**src/rtl/bank_isu_pkg.sv**
```systemverilog
// rtl/bank_isu_pkg.sv - shared widths and entry payload type for the bank issue scheduler
package bank_isu_pkg;

   localparam int PTR_WIDTH   = 3;
   localparam int NUM_CH      = 4;
   localparam int CH_W        = $clog2(NUM_CH);
   localparam int CREDIT_W    = 3;
   localparam int CREDIT_INIT = 4;
   localparam int ROB_W       = 3;
   localparam int SWO_W       = 7;
   localparam int WBUF_W      = 8;

   // Everything carried from enqueue to issue; line_state is {offset1, offset0}
   typedef struct packed {
      logic [ROB_W-1:0]  rob_id;
      logic [CH_W-1:0]   ch_id;
      logic [1:0]        opcode;
      logic [SWO_W-1:0]  swo;
      logic [WBUF_W-1:0] wbuf_id;
      logic [3:0]        line_state;
   } entry_t;

endpackage

```
**src/rtl/bank_isu_credit_ctr.sv**
```systemverilog
// rtl/bank_isu_credit_ctr.sv - per-channel downstream credit counter, saturating at max
module bank_isu_credit_ctr #(
   parameter int CREDIT_W    = 3,
   parameter int CREDIT_INIT = 4
) (
   input  logic                clk_i,
   input  logic                rst_i,
   input  logic                consume_i,
   input  logic                return_i,
   output logic                nonzero_o,
   output logic [CREDIT_W-1:0] count_o
);

   localparam logic [CREDIT_W-1:0] CNT_MAX  = '1;
   localparam logic [CREDIT_W-1:0] CNT_INIT = CREDIT_W'(CREDIT_INIT);

   logic [CREDIT_W-1:0] count_q, count_d;

   // A consume and a return in the same cycle cancel; a return at max is dropped
   always_comb begin
      count_d = count_q;
      if (consume_i && !return_i) begin
         count_d = count_q - CREDIT_W'(1);
      end else if (!consume_i && return_i && (count_q != CNT_MAX)) begin
         count_d = count_q + CREDIT_W'(1);
      end
   end

   // Credit register, restored to the full allowance on reset
   always_ff @(posedge clk_i) begin
      if (rst_i) begin
         count_q <= CNT_INIT;
      end else begin
         count_q <= count_d;
      end
   end

   assign nonzero_o = (count_q != '0);
   assign count_o   = count_q;

   // Downstream returned more credits than it was ever given
   a_no_overflow: assert property (@(posedge clk_i) disable iff (rst_i)
      !(return_i && !consume_i && (count_q == CNT_MAX)));

   // Issue logic must never spend a credit that is not there
   a_no_underflow: assert property (@(posedge clk_i) disable iff (rst_i)
      !(consume_i && (count_q == '0)));

endmodule

```
**src/rtl/bank_isu_iq_sched.sv**
```systemverilog
// rtl/bank_isu_iq_sched.sv - in-order bank issue queue with linefill wakeup and channel credits
module bank_isu_iq_sched #(
   parameter int PTR_WIDTH   = 3,
   parameter int NUM_CH      = 4,
   parameter int CREDIT_W    = 3,
   parameter int CREDIT_INIT = 4,
   parameter int ROB_W       = 3,
   parameter int SWO_W       = 7,
   parameter int WBUF_W      = 8,
   localparam int CH_W       = $clog2(NUM_CH)
) (
   input  logic                 clk_i,
   input  logic                 rst_i,
   input  logic                 req_valid_i,
   output logic                 req_allowIn_o,
   input  logic                 req_need_linefill_i,
   input  logic [ROB_W-1:0]     req_rob_id_i,
   input  logic [CH_W-1:0]      req_ch_id_i,
   input  logic [1:0]           req_opcode_i,
   input  logic [SWO_W-1:0]     req_set_way_offset_i,
   input  logic [WBUF_W-1:0]    req_wbuffer_id_i,
   input  logic [1:0]           req_cacheline_offset0_state_i,
   input  logic [1:0]           req_cacheline_offset1_state_i,
   input  logic                 lf_done_valid_i,
   input  logic [SWO_W-2:0]     lf_done_set_way_i,
   input  logic [NUM_CH-1:0]    credit_ret_i,
   output logic                 iss_valid_o,
   input  logic                 iss_ready_i,
   output logic [ROB_W-1:0]     iss_rob_id_o,
   output logic [CH_W-1:0]      iss_ch_id_o,
   output logic [1:0]           iss_opcode_o,
   output logic [SWO_W-1:0]     iss_set_way_offset_o,
   output logic [WBUF_W-1:0]    iss_wbuffer_id_o,
   output logic [3:0]           iss_cacheline_state_o,
   output logic [PTR_WIDTH:0]   queue_count_o
);

   import bank_isu_pkg::*;

   localparam int DEPTH = 2 ** PTR_WIDTH;

   logic [PTR_WIDTH-1:0] rd_ptr_q, rd_ptr_d;
   logic [PTR_WIDTH-1:0] wr_ptr_q, wr_ptr_d;
   logic [PTR_WIDTH:0]   count_q, count_d;
   logic [DEPTH-1:0]     valid_q, valid_d;
   logic [DEPTH-1:0]     mshr_q, mshr_d;
   entry_t               mem_q [DEPTH];
   entry_t               req_entry;
   entry_t               head;
   logic                 enq;
   logic                 fire;
   logic                 req_lf_hit;
   logic [NUM_CH-1:0]    credit_nz;
   logic [NUM_CH-1:0]    consume;
   logic [CREDIT_W-1:0]  credit_cnt [NUM_CH];

   // Head selection and issue qualification, all from registered state
   always_comb begin
      head          = mem_q[rd_ptr_q];
      req_allowIn_o = (count_q != (PTR_WIDTH+1)'(DEPTH));
      enq           = req_valid_i & req_allowIn_o;
      iss_valid_o   = valid_q[rd_ptr_q] & mshr_q[rd_ptr_q] & credit_nz[head.ch_id];
      fire          = iss_valid_o & iss_ready_i;
   end

   // Pack the incoming request and check it against a linefill completing this cycle
   always_comb begin
      req_entry.rob_id     = req_rob_id_i;
      req_entry.ch_id      = req_ch_id_i;
      req_entry.opcode     = req_opcode_i;
      req_entry.swo        = req_set_way_offset_i;
      req_entry.wbuf_id    = req_wbuffer_id_i;
      req_entry.line_state = {req_cacheline_offset1_state_i, req_cacheline_offset0_state_i};
      req_lf_hit           = lf_done_valid_i & (req_set_way_offset_i[SWO_W-1:1] == lf_done_set_way_i);
   end

   // Next-state for occupancy, pointers, valid bits and linefill-ready bits
   always_comb begin
      valid_d  = valid_q;
      mshr_d   = mshr_q;
      rd_ptr_d = rd_ptr_q + PTR_WIDTH'(fire);
      wr_ptr_d = wr_ptr_q + PTR_WIDTH'(enq);
      count_d  = count_q + (PTR_WIDTH+1)'(enq) - (PTR_WIDTH+1)'(fire);
      for (int i = 0; i < DEPTH; i++) begin
         if (lf_done_valid_i && valid_q[i] && (mem_q[i].swo[SWO_W-1:1] == lf_done_set_way_i)) begin
            mshr_d[i] = 1'b1;
         end
      end
      if (fire) begin
         valid_d[rd_ptr_q] = 1'b0;
      end
      // The enqueue slot is always empty, so it cannot collide with the fire slot
      if (enq) begin
         valid_d[wr_ptr_q] = 1'b1;
         mshr_d[wr_ptr_q]  = ~req_need_linefill_i | req_lf_hit;
      end
   end

   // Control state; reset drops every entry
   always_ff @(posedge clk_i) begin
      if (rst_i) begin
         rd_ptr_q <= '0;
         wr_ptr_q <= '0;
         count_q  <= '0;
         valid_q  <= '0;
         mshr_q   <= '0;
      end else begin
         rd_ptr_q <= rd_ptr_d;
         wr_ptr_q <= wr_ptr_d;
         count_q  <= count_d;
         valid_q  <= valid_d;
         mshr_q   <= mshr_d;
      end
   end

   // Payload storage; only meaningful where valid is set, so it is not reset
   always_ff @(posedge clk_i) begin
      if (enq) begin
         mem_q[wr_ptr_q] <= req_entry;
      end
   end

   // One credit counter per downstream channel; only the head's channel is spent
   for (genvar c = 0; c < NUM_CH; c++) begin : g_credit
      assign consume[c] = fire & (head.ch_id == CH_W'(c));
      bank_isu_credit_ctr #(
         .CREDIT_W    (CREDIT_W),
         .CREDIT_INIT (CREDIT_INIT)
      ) u_credit_ctr (
         .clk_i     (clk_i),
         .rst_i     (rst_i),
         .consume_i (consume[c]),
         .return_i  (credit_ret_i[c]),
         .nonzero_o (credit_nz[c]),
         .count_o   (credit_cnt[c])
      );
   end

   assign iss_rob_id_o          = head.rob_id;
   assign iss_ch_id_o           = head.ch_id;
   assign iss_opcode_o          = head.opcode;
   assign iss_set_way_offset_o  = head.swo;
   assign iss_wbuffer_id_o      = head.wbuf_id;
   assign iss_cacheline_state_o = head.line_state;
   assign queue_count_o         = count_q;

   // An issuable head always has a credit behind it
   a_head_has_credit: assert property (@(posedge clk_i) disable iff (rst_i)
      iss_valid_o |-> (credit_cnt[head.ch_id] != '0));

endmodule

```
**config.mk**
```make
export PLATFORM = sky130hd
export DESIGN_NAME = bank_isu_iq_sched
export DESIGN_NICKNAME = d
export VERILOG_FILES = /design/src/rtl/bank_isu_pkg.sv /design/src/rtl/bank_isu_credit_ctr.sv /design/src/rtl/bank_isu_iq_sched.sv
export SDC_FILE = /design/constraint.sdc
export NUM_CORES = 1
export LEC_CHECK = 0
export BUFFER_PORTS_ARGS = -buffer_cell sky130_fd_sc_hd__buf_2
export CORE_MARGIN = 10
export CORE_UTILIZATION = 35
export CTS_BUF_LIST = sky130_fd_sc_hd__clkbuf_16
export CTS_CLUSTER_DIAMETER = 60
export DETAILED_ROUTE_END_ITERATION = 16
export MAX_ROUTING_LAYER = met4
export SLEW_MARGIN = 0
export SYNTH_ARGS = -nofsm -noshare
export SYNTH_HDL_FRONTEND = slang
export SYNTH_SLANG_ARGS = --single-unit
export TNS_END_PERCENT = 10
```
**constraint.sdc**
```tcl
create_clock -name clk_i -period 4.3 [get_ports clk_i]
set_clock_uncertainty 0.1 [all_clocks]
set_input_delay 0.43 -clock clk_i [delete_from_list [all_inputs] [get_ports clk_i]]
set_output_delay 0.43 -clock clk_i [all_outputs]
set_load 0.005 [all_outputs]
```
## Word level (Yosys, flattened, before mapping)

Memory sizes are Yosys's and may differ from the RTL's. A register that Yosys moved wholly into a read port is not among the register bits.
Cells that the tools add are included.

- Flip-flop bits (word level): 38
- Bits in latches: 0
- Memory bits (writable): 208
- Memory bits (read-only): 0
- Output and inout bits: 32
- Logic and storage cells: 138
- Memories kept: 1

- Add/subtract/negate cells: 12
- Multipliers: 0
- Div/mod/pow operators: 0
- Magnitude comparators: 5
- Equal/unequal tests: 17
- Shifts and indexed selects: 0
- Mux-type cells: 33
- Bitwise operators: 14
- Reduce and logical (&&, ||, !) cells: 47

Memories:

| memory | depth | width | read ports | clocked after memory_dff | write ports | line | source |
|---|---|---|---|---|---|---|---|
| mem_q | 8 | 26 | 9 | 1 | 1 | bank_isu_iq_sched.sv:47 | `entry_t mem_q [DEPTH];` |

Operators by type and width:

| kind | number |
|---|---|
| $eq A6 B6 Y1 | 9 |
| $logic_and A1 B1 Y1 | 30 |
| $mux W3 | 9 |
| $mux W8 | 3 |
| $mux W1 | 15 |
| $add A3 B1 Y3 const B | 4 |
| $ne A3 B3 Y1 const B | 4 |
| $reduce_bool A3 Y1 | 4 |
| $sub A3 B1 Y3 const B | 4 |
| $and A1 B1 Y1 | 9 |
| $and A8 B8 Y8 | 1 |
| $bwmux W8 | 1 |
| $logic_not A1 Y1 | 8 |
| $lt A3 B4 Y1 const B | 2 |
| $not A8 Y8 | 1 |
| $or A8 B8 Y8 | 1 |
| $reduce_bool A2 Y1 | 4 |
| $add A3 B1 Y3 | 2 |
| $bmux W1 S3 | 2 |
| $demux W1 S3 | 2 |
| $ge A3 B1 Y1 const B | 2 |
| $add A4 B1 Y4 | 1 |
| $eq A2 B2 Y1 const B | 2 |
| $ne A4 B4 Y1 const B | 1 |
| other kinds (7) | 7 |

## Depth between registers and ports, before layout

Gate-level depths: netlist of the first run.

- Depth after elaboration: 11
- Gate-level depth with buffers: 15
- Mapped depth without buffers: 13

## By module

From an unflattened synthesis of the first run, not the netlist that was laid out.

- Cells, all modules: 728
- Area, all modules: 10532.6 um2

Modules (own cells, without submodules):

| module | instances | cells each | area an instance (um2) | sequential area each (um2) |
|---|---|---|---|---|
| bank_isu_iq_sched | 1 | 612 | 9516.6 | 6766.5 |
| bank_isu_credit_ctr | 4 | 29 | 254.0 | 60.1 |

## Worst setup path before layout of the first run

Ideal clock, no wire load.

- Kind: reg-to-reg
- From: register count_q[2], in the netlist queue_count_o[2]
- To: register valid_q[0]
- Library setup time: 0.092 ns
- Arrival: 3.376 ns
- Slack: 0.732 ns
- Stages on the path, launching flop included: 9
- Path buffers: 0
- Period minus slack after synthesis: 3.568 ns
- Path through: dfxtp_1 -> inv_1 -> ha_1 -> or3b_2 -> and2_1 -> nand2b_1 -> nor3_1 -> inv_1 -> a311oi_1

- Word-level cells in the longest chain between the ends: 3

Ends and longest elaborated chain:

| element | line | source |
|---|---|---|
| from (decl) | bank_isu_iq_sched.sv:44 | `logic [PTR_WIDTH:0] count_q, count_d;` |
| from (signal assigned) | bank_isu_iq_sched.sv:110 | `count_q <= count_d;` |
| $ne A4 B4 Y1 | bank_isu_iq_sched.sv:60 | `req_allowIn_o = (count_q != (PTR_WIDTH+1)'(DEPTH));` |
| net req_allowIn_o | bank_isu_iq_sched.sv:15 | `output logic req_allowIn_o,` |
| $and A1 B1 Y1 | bank_isu_iq_sched.sv:61 | `enq = req_valid_i & req_allowIn_o;` |
| $mux W8 | bank_isu_iq_sched.sv:93 | `if (enq) begin` |
| to (signal assigned) | bank_isu_iq_sched.sv:111 | `valid_q <= valid_d;` |
| to (decl) | bank_isu_iq_sched.sv:45 | `logic [DEPTH-1:0] valid_q, valid_d;` |

The timed path passes the listed nets, and every way through them passes these cells.
A chain may end at the register's enable or synchronous reset.

## Worst setup path after layout of the first run

- From: register rd_ptr_q[1]
- To: register count_q[2], in the netlist queue_count_o[2]

- Word-level cells in the longest chain between the ends: 6
- Elaborated cells between the ends (all ways): 8
- Classes of those cells: add/sub (1); mux (4); bitwise (3)

Ends and longest elaborated chain:

| element | line | source |
|---|---|---|
| from (decl) | bank_isu_iq_sched.sv:42 | `logic [PTR_WIDTH-1:0] rd_ptr_q, rd_ptr_d;` |
| from (signal assigned) | bank_isu_iq_sched.sv:108 | `rd_ptr_q <= rd_ptr_d;` |
| $bmux W1 S3 | bank_isu_iq_sched.sv:62 | `iss_valid_o = valid_q[rd_ptr_q] & mshr_q[rd_ptr_q] & credit_nz[head.ch_id];` |
| $mux W1 (implied by the code) | bank_isu_iq_sched.sv:62 |  |
| $and A1 B1 Y1 * (2 in series) | bank_isu_iq_sched.sv:62 |  |
| $and A1 B1 Y1 * | bank_isu_iq_sched.sv:63 | `fire = iss_valid_o & iss_ready_i;` |
| $sub A4 B1 Y4 * | bank_isu_iq_sched.sv:83 | `count_d = count_q + (PTR_WIDTH+1)'(enq) - (PTR_WIDTH+1)'(fire);` |

Every way passes the cells marked *; elsewhere a longest branch is shown, timed or not. The select of a mux whose other input is x is not followed.

==> results of run 1 <==
==> cells in the mapped netlist, drive strengths merged, types with 4 or more instances <==
library cell	instances
nand2	13
o41ai	5
clkbuf	33
inv	23
ha	9
dfxtp	38
nor3	12
mux2i	17
nand3	21
nor2b	18
a22oi	97
mux2	10
nand4	25
xnor2	40
a311oi	8
edfxtp	208
o21ai	4
a221oi	5
nor2	45
o22ai	4
xor2	22
fa	5
buf	7
==> cells by family after synthesis <==
family,synth area share [%]
muxes,3.40
DFF,68.1
AOI/OAI and AO/OA,10.5
buffers and inverters,2.50
and+or+nand+nor,8.16
xor gates and xnor gates,5.28
adders and majority gates,2.07
==> sequential cells by signal, summed over array words and instances (netlist names) <==
register,flops
g_credit.u_credit_ctr.count_o,12
valid_q,8
mshr_q,8
mem_q,208
queue_count_o,4
rd_ptr_q,3
wr_ptr_q,3
==> area by class of cell <==
class | instances | area [sq um] | area share, %
sequential | 246 | 7010 | 58.6
clock inverter | 21 | 144 | 1.20
clock buffer | 26 | 651 | 5.44
timing repair buffer | 94 | 523 | 4.38
antenna | 4 | 10.0 | 0.0838
multi-input combinational | 400 | 3050 | 25.5
tap | 384 | 480 | 4.02
inverter | 23 | 86.3 | 0.722
==> critical path: cells and delay by family, from the launching register on <==
kind	cells	cell delay (ps)
adder cells (fa/ha/maj)	3	820
multiplexers	2	720
AO/OA/AOI/OAI	2	650
flip-flops	1	560
buffers and inverters	3	300
AND/OR/NAND/NOR	3	190
XOR/XNOR	1	150
==> metrics by stage <==
stage          worst slack, ps  instance area, sq um
6_report                   672                 12000
3_5_place_dp               707                 11100
4_1_cts                    676                 11900
3_3_place_gp               818                 11100
5_1_grt                    391                 12000
2_1_floorplan              732                 10300
==> worst paths after layout <==
kind	start	endpoint	slack, ps	cells past startpoint
hold / removal	req_cacheline_offset0_state_i[0]	mem_q[7][0]$_DFFE_PP_	50	1
setup reg to reg	rd_ptr_q[1]$_SDFF_PP0_	queue_count_o[2]$_SDFF_PP0_	670	14
hold reg to reg	mshr_q[6]$_SDFF_PP0_	mshr_q[6]$_SDFF_PP0_	410	2
setup / recovery	rd_ptr_q[1]$_SDFF_PP0_	queue_count_o[2]$_SDFF_PP0_	670	14
==> layout by cell type (no fill, tap or decap), types with 21 or more instances in the layout <==
cell type,n
xnor2_1,40
clkbuf_16,26
nand4_1,25
edfxtp_1,208
inv_1,32
buf_4,21
buf_2,73
xor2_1,22
dfxtp_1,38
a22oi_1,97
nand3_1,21
nor2_1,43
==> report_power, final <==
group | leakage (nW) | total (W) | internal [W] | switching, W
clock | 0.418 | 0.00207 | 0.00116 | 0.000906
sequential | 2.20 | 0.00280 | 0.00274 | 0.0000618
combinational | 1.42 | 0.000566 | 0.000220 | 0.000346
total | 4.03 | 0.00543 | 0.00412 | 0.00131
==> metal layers <==
metal / routed length [um] / share of wire (%) / vias up
met4: 534 / 2.1 / 0
li1: - / - / 2921
met2: 11600 / 46 / 197
met1: 11700 / 46 / 3181
met3: 1620 / 6.4 / 40
met5: 0 / 0 / -
==> impl_metrics.env, run 1 <==
export IMPL_netlist_area_leader_share_pct=60.7
export IMPL_cts_sinks=246
export IMPL_rsz0062_at_grt="no"
export IMPL_gr_max_usage_layer="met2"
export IMPL_max_clock_freq_ghz=0.276
export IMPL_num_vias=6339
export IMPL_status="finished, final reports clean"
export IMPL_grt_pass1_vias=6374
export IMPL_grtUsageMet1_pct=19.0
export IMPL_grt_pass1_wl_mm=38.7
export IMPL_drv_slew=0
export IMPL_drcViolationCount=0
export IMPL_hold_class="in -> reg"
export IMPL_grtUsageMet2_pct=21.4
export IMPL_grt_overflow_total=0
export IMPL_num_rows=62
export IMPL_drtPass1Iterations=5
export IMPL_fin_cells=1198
export IMPL_required_ps=4590
export IMPL_fin_hold_ws_ps=50.5
export IMPL_ir_drop_mv=0.488
export IMPL_clockBufferDepth=3
export IMPL_grt_use_total_pct=14.1
export IMPL_wl_per_cell_um=21.2
export IMPL_yosys_warnings=0
export IMPL_tightest_slew_ps=925
export IMPL_antenna_found_initial=4
export IMPL_synth_area_sq_um=10300
export IMPL_clk_pin_slew_ps=60
export IMPL_ant_nets=0
export IMPL_die_h_um=191
export IMPL_first_iter_violations=473
export IMPL_path_cells="mux2_1 > a22oi_1 > nor2_1 > a221oi_4 > mux2i_1 > nor2_2 > buf_4 > ha_1 > inv_1 > ha_1 > inv_1 > fa_1 > xor2_1 > nor2_1"
export IMPL_maxCapViolCount=0
export IMPL_setup_viol_count_final=0
export IMPL_fin_crit_sh_pct=84.4
export IMPL_cts_root_buf="clkbuf_16"
export IMPL_cp_start_kind="flop"
export IMPL_fillers=2698
export IMPL_power_w=0.00543
export IMPL_synth_distinct_cells=55
export IMPL_synth_nets=765
export IMPL_ys_seq_elements=246
export IMPL_io_buffers=73
export IMPL_final_hold_viol_count=0
export IMPL_place_congestion=0.802
export IMPL_wl_mm=25.4
export IMPL_layout_nets=847
export IMPL_pwr_density_cell_nw_per_um2=455
export IMPL_ctsHtreeMaxLevel=1
export IMPL_die_w_um=191
export IMPL_dpl_cell_count=1147
export IMPL_synth_avg_cell_area_sq_um=14.5
export IMPL_cts_resized=0
export IMPL_cpPeakStageDelay_ps=560
export IMPL_drive_gt1_share_pct=18.1
export IMPL_synth_area_top_cells="edfxtp_1, dfxtp_1, a22oi_1"
export IMPL_period_needed_ps=3630
export IMPL_crit_arrival_ps=3920
export IMPL_synthCells=709
export IMPL_worst_setup_path_end_kind="flop"
export IMPL_post_cts_buffers=0
export IMPL_cts_made_buffers=26
export IMPL_tns_ps=0
export IMPL_slew_headroom_pct=38.3
export IMPL_utilization_pct=41.4
export IMPL_die_area_sq_um=36700
export IMPL_cp_slowest_cell="dfxtp_1"
export IMPL_cts_tree="done"
export IMPL_start_util_pct=35.7
export IMPL_clk_latency_ps=550
export IMPL_core_area_sq_um=28900
export IMPL_via_per_inst=5.29
export IMPL_ys_async_sr_fraction_pct=0
export IMPL_p_leak_nw=4.03
export IMPL_syn_to_final_growth_pct=16.1
export IMPL_synth_edf_count=208
export IMPL_io_pins=74
export IMPL_use_met3_pct=2.84
export IMPL_crit_fanout=11
export IMPL_grt_max_degree=47
export IMPL_synth_largest_area_cell="edfxtp_1"
export IMPL_yosysSeqAreaShare_pct=68.1
export IMPL_cts_hold_fix_buffers=0
export IMPL_criticalPathCategory="reg -> reg"
export IMPL_dpl_hpwl_mm=15.7
export IMPL_synth_ff_type="edfxtp_1"
Note: power is estimated with default switching activity, not from simulation.
==> run 2, diff against run 1 <==
--- a/config.mk
+++ b/config.mk
@@ -5,6 +5,7 @@
 export SDC_FILE = /design/constraint.sdc
 export NUM_CORES = 1
 export LEC_CHECK = 0
+export ABC_AREA = 1
 export BUFFER_PORTS_ARGS = -buffer_cell sky130_fd_sc_hd__buf_2
 export CORE_MARGIN = 10
 export CORE_UTILIZATION = 35
==> constraint.sdc (replaced) <==
create_clock -name clk_i -period 3.7 [get_ports clk_i]
set_clock_uncertainty 0.1 [all_clocks]
set_input_delay 0.37 -clock clk_i [delete_from_list [all_inputs] [get_ports clk_i]]
set_output_delay 0.37 -clock clk_i [all_outputs]
set_load 0.005 [all_outputs]
==> run 2 against run 1 <==
Effect of this change:
- sequential power rose by 17%
- routed wire length up 7.7%
- first-iteration DRC count rose by 20%
- total power is 25% higher
- sequential cell count did not move
- non-clock buffer count grew 20
- register-to-register slack better by 90 ps
- sequential share of layout area down 3.2 points
- die area rose by 3.4%
- worst hold slack lost 34 ps
- largest cell class unchanged
- highest routed layer unchanged
==> impl_metrics.env, run 2 <==
export IMPL_final_hold_viol_count=0
export IMPL_top_register="mem_q"
export IMPL_worst_setup_path_end_kind="output pin"
export IMPL_cts_made_buffers=26
export IMPL_synth_compound_area_share_pct=10.7
export IMPL_cpPeakStageDelay_ps=620
export IMPL_synth_nets=945
export IMPL_ys_async_sr_fraction_pct=0
export IMPL_criticalPathCategory="reg -> out"
export IMPL_ir_drop_mv=0.549
export IMPL_cts_sinks=246
export IMPL_mostFrequentLayoutCells="edfxtp_1, nand2_1, inv_1"
export IMPL_crit_family="simple AND/OR/NAND/NOR gates"
export IMPL_syn_to_final_growth_pct=18.3
export IMPL_clk_latency_ps=550
export IMPL_dpl_hpwl_mm=17.4
export IMPL_clockBufferDepth=3
export IMPL_netlist_area_leader_share_pct=58.4
export IMPL_status="finished, final reports clean"
export IMPL_crit_fanout=9
export IMPL_die_h_um=195
export IMPL_num_rows=63
export IMPL_place_congestion=0.918
export IMPL_dpl_worst_slack_ps=788
export IMPL_clk_pin_slew_ps=70
export IMPL_grt_max_degree=28
export IMPL_cp_start_kind="flop"
export IMPL_synth_simple_area_share_pct=14.7
export IMPL_yosysSeqAreaShare_pct=65.6
export IMPL_ctsHtreeMaxLevel=1
export IMPL_io_pins=74
export IMPL_drcViolationCount=0
export IMPL_core_area_sq_um=29900
export IMPL_largest_register_ffs=208
export IMPL_drtPass1Iterations=5
export IMPL_num_vias=7310
export IMPL_synth_avg_cell_area_sq_um=12.0
export IMPL_grt_overflow_total=0
export IMPL_fin_crit_sh_pct=91.9
export IMPL_synth_distinct_cells=49
export IMPL_antenna_found_initial=3
export IMPL_slew_headroom_pct=29.6
export IMPL_utilization_pct=42.3
export IMPL_required_ps=3230
export IMPL_cp_buffers_inverters=4
export IMPL_io_buffers=73
export IMPL_fin_cells=1408
export IMPL_rsz0062_at_grt="no"
export IMPL_drive_gt1_share_pct=18.6
export IMPL_via_per_inst=5.19
export IMPL_p_leak_nw=4.73
export IMPL_synth_area_top_cells="edfxtp_1, dfxtp_1, nand2_1"
export IMPL_finalWorstSetupSlack_ps=298
export IMPL_synth_area_sq_um=10700
export IMPL_synth_fa_ha_area_share_pct=1.99
export IMPL_die_area_sq_um=37900
export IMPL_tns_ps=0
export IMPL_ys_top_cells_by_count="edfxtp_1, nand2_1, inv_1"
export IMPL_cp_slowest_cell="dfxtp_1"
export IMPL_wl_per_cell_um=19.5
export IMPL_maxCapViolCount=0
export IMPL_yosys_warnings=0
export IMPL_layout_nets=1052
export IMPL_fin_hold_ws_ps=16.4
export IMPL_final_common_cell="edfxtp_1"
export IMPL_path_cells="inv_4 > nor2_1 > inv_1 > nor2_2 > buf_4 > nand2_1 > nand3_1 > a221oi_1 > nand4_1 > buf_2"
export IMPL_period_needed_ps=3400
export IMPL_cts_root_buf="clkbuf_16"
export IMPL_grt_pass1_wl_mm=42.1
export IMPL_crit_arrival_ps=2930
export IMPL_die_w_um=195
export IMPL_max_clock_freq_ghz=0.294
export IMPL_grt_use_total_pct=14.2
export IMPL_yosys_mux_area_fraction_pct=0
export IMPL_synth_edf_count=208
export IMPL_start_util_pct=35.8
export IMPL_synth_xor_area_share_pct=1.97
export IMPL_tightest_slew_ps=1030
export IMPL_synth_ff_type="edfxtp_1"
export IMPL_synth_top_family_by_area="simple AND/OR/NAND/NOR gates"
export IMPL_setup_viol_count_final=0
export IMPL_ys_seq_elements=246
export IMPL_synthCells=889
export IMPL_hold_class="in -> reg"
export IMPL_drv_slew=0
export IMPL_cts_resized=0
export IMPL_ant_nets=0
export IMPL_grt_pass1_vias=7253
export IMPL_pwr_density_cell_nw_per_um2=537
export IMPL_wl_mm=27.4
export IMPL_synth_largest_area_cell="edfxtp_1"
export IMPL_cts_tree="done"
export IMPL_dpl_cell_count=1339
export IMPL_yosys_cell_count_top_type="edfxtp_1"
export IMPL_first_iter_violations=568
-- run 2: metrics by stage --
stage	total power, W	instance area [sq um]
2_1_floorplan	0.00381	10700
3_3_place_gp	0.00414	11600
3_5_place_dp	0.00415	11600
4_1_cts	0.00685	12600
5_1_grt	0.00708	12600
6_report	0.00678	12600
-- run 2: final cells by class --
type | count | area (sq um)
inverter | 93 | 352
fill | 2758 | 17200
multi-input combinational | 515 | 3150
tap | 390 | 488
clock buffer | 26 | 651
clock inverter | 21 | 234
timing repair buffer | 114 | 746
antenna | 3 | 7.51
sequential | 246 | 7010
-- run 2: kinds of logic after synthesis --
kind of cell / Yosys count
and+or+nand+nor: 316
buffers and inverters: 128
adders and majority gates: 14
AOI/OAI and AO/OA: 161
xor gates and xnor gates: 24
DFF: 246
-- run 2: report_power, final --
group	internal (W)	switching [W]	total, W
logic	0.000293	0.000534	0.000827
registers	0.00320	0.0000732	0.00327
clock network	0.00157	0.00111	0.00268
total	0.00507	0.00171	0.00678
-- run 2: path summary, 6_finish.rpt --
path | startpoint | end | slack, ps | cells after the start
worst max-delay path | rd_ptr_q[2]$_SDFF_PP0_ | iss_set_way_offset_o[5] | 300 | 10
worst min-delay path | req_ch_id_i[0] | mem_q[6][21]$_DFFE_PP_ | 20 | 1
worst max register to register | rd_ptr_q[2]$_SDFF_PP0_ | queue_count_o[2]$_SDFF_PP0_ | 760 | 18
worst min register to register | mshr_q[0]$_SDFF_PP0_ | mshr_q[0]$_SDFF_PP0_ | 350 | 2
-- run 2: what timing repair did --
action / 4_1_cts / 5_1_grt
setup endpoints to repair: 0 / 0
hold buffers: 19 / 0
buffers inserted: 0 / 0
endpoints found under the hold margin: 142 / 0
-- run 2: worst reg2reg max path: stages, from the launching register on --
cell     delay (ps)
dfxtp_1         620
inv_4           130
nor2_1          190
nand3_2         100
nand2_1          90
nor2_2           50
nand2_2         120
nand2_1          70
nand2_1          70
nand2_1          40
nand3_1          90
nor2_2           50
ha_1            280
inv_1            50
ha_1            120
inv_1            60
fa_1            380
xor2_1          160
nor2_1           50
-- run 2: metal layers --
| metal | part of all wire [%] | up-vias | GRT usage [%] |
|---|---|---|---|
| met1 | 45 | 3523 | 18.7 |
| met3 | 6.4 | 80 | 2.60 |
| li1 | - | 3454 | - |
| met5 | 0 | - | - |
| met4 | 3.9 | 0 | 5.58 |
| met2 | 44 | 253 | 21.4 |
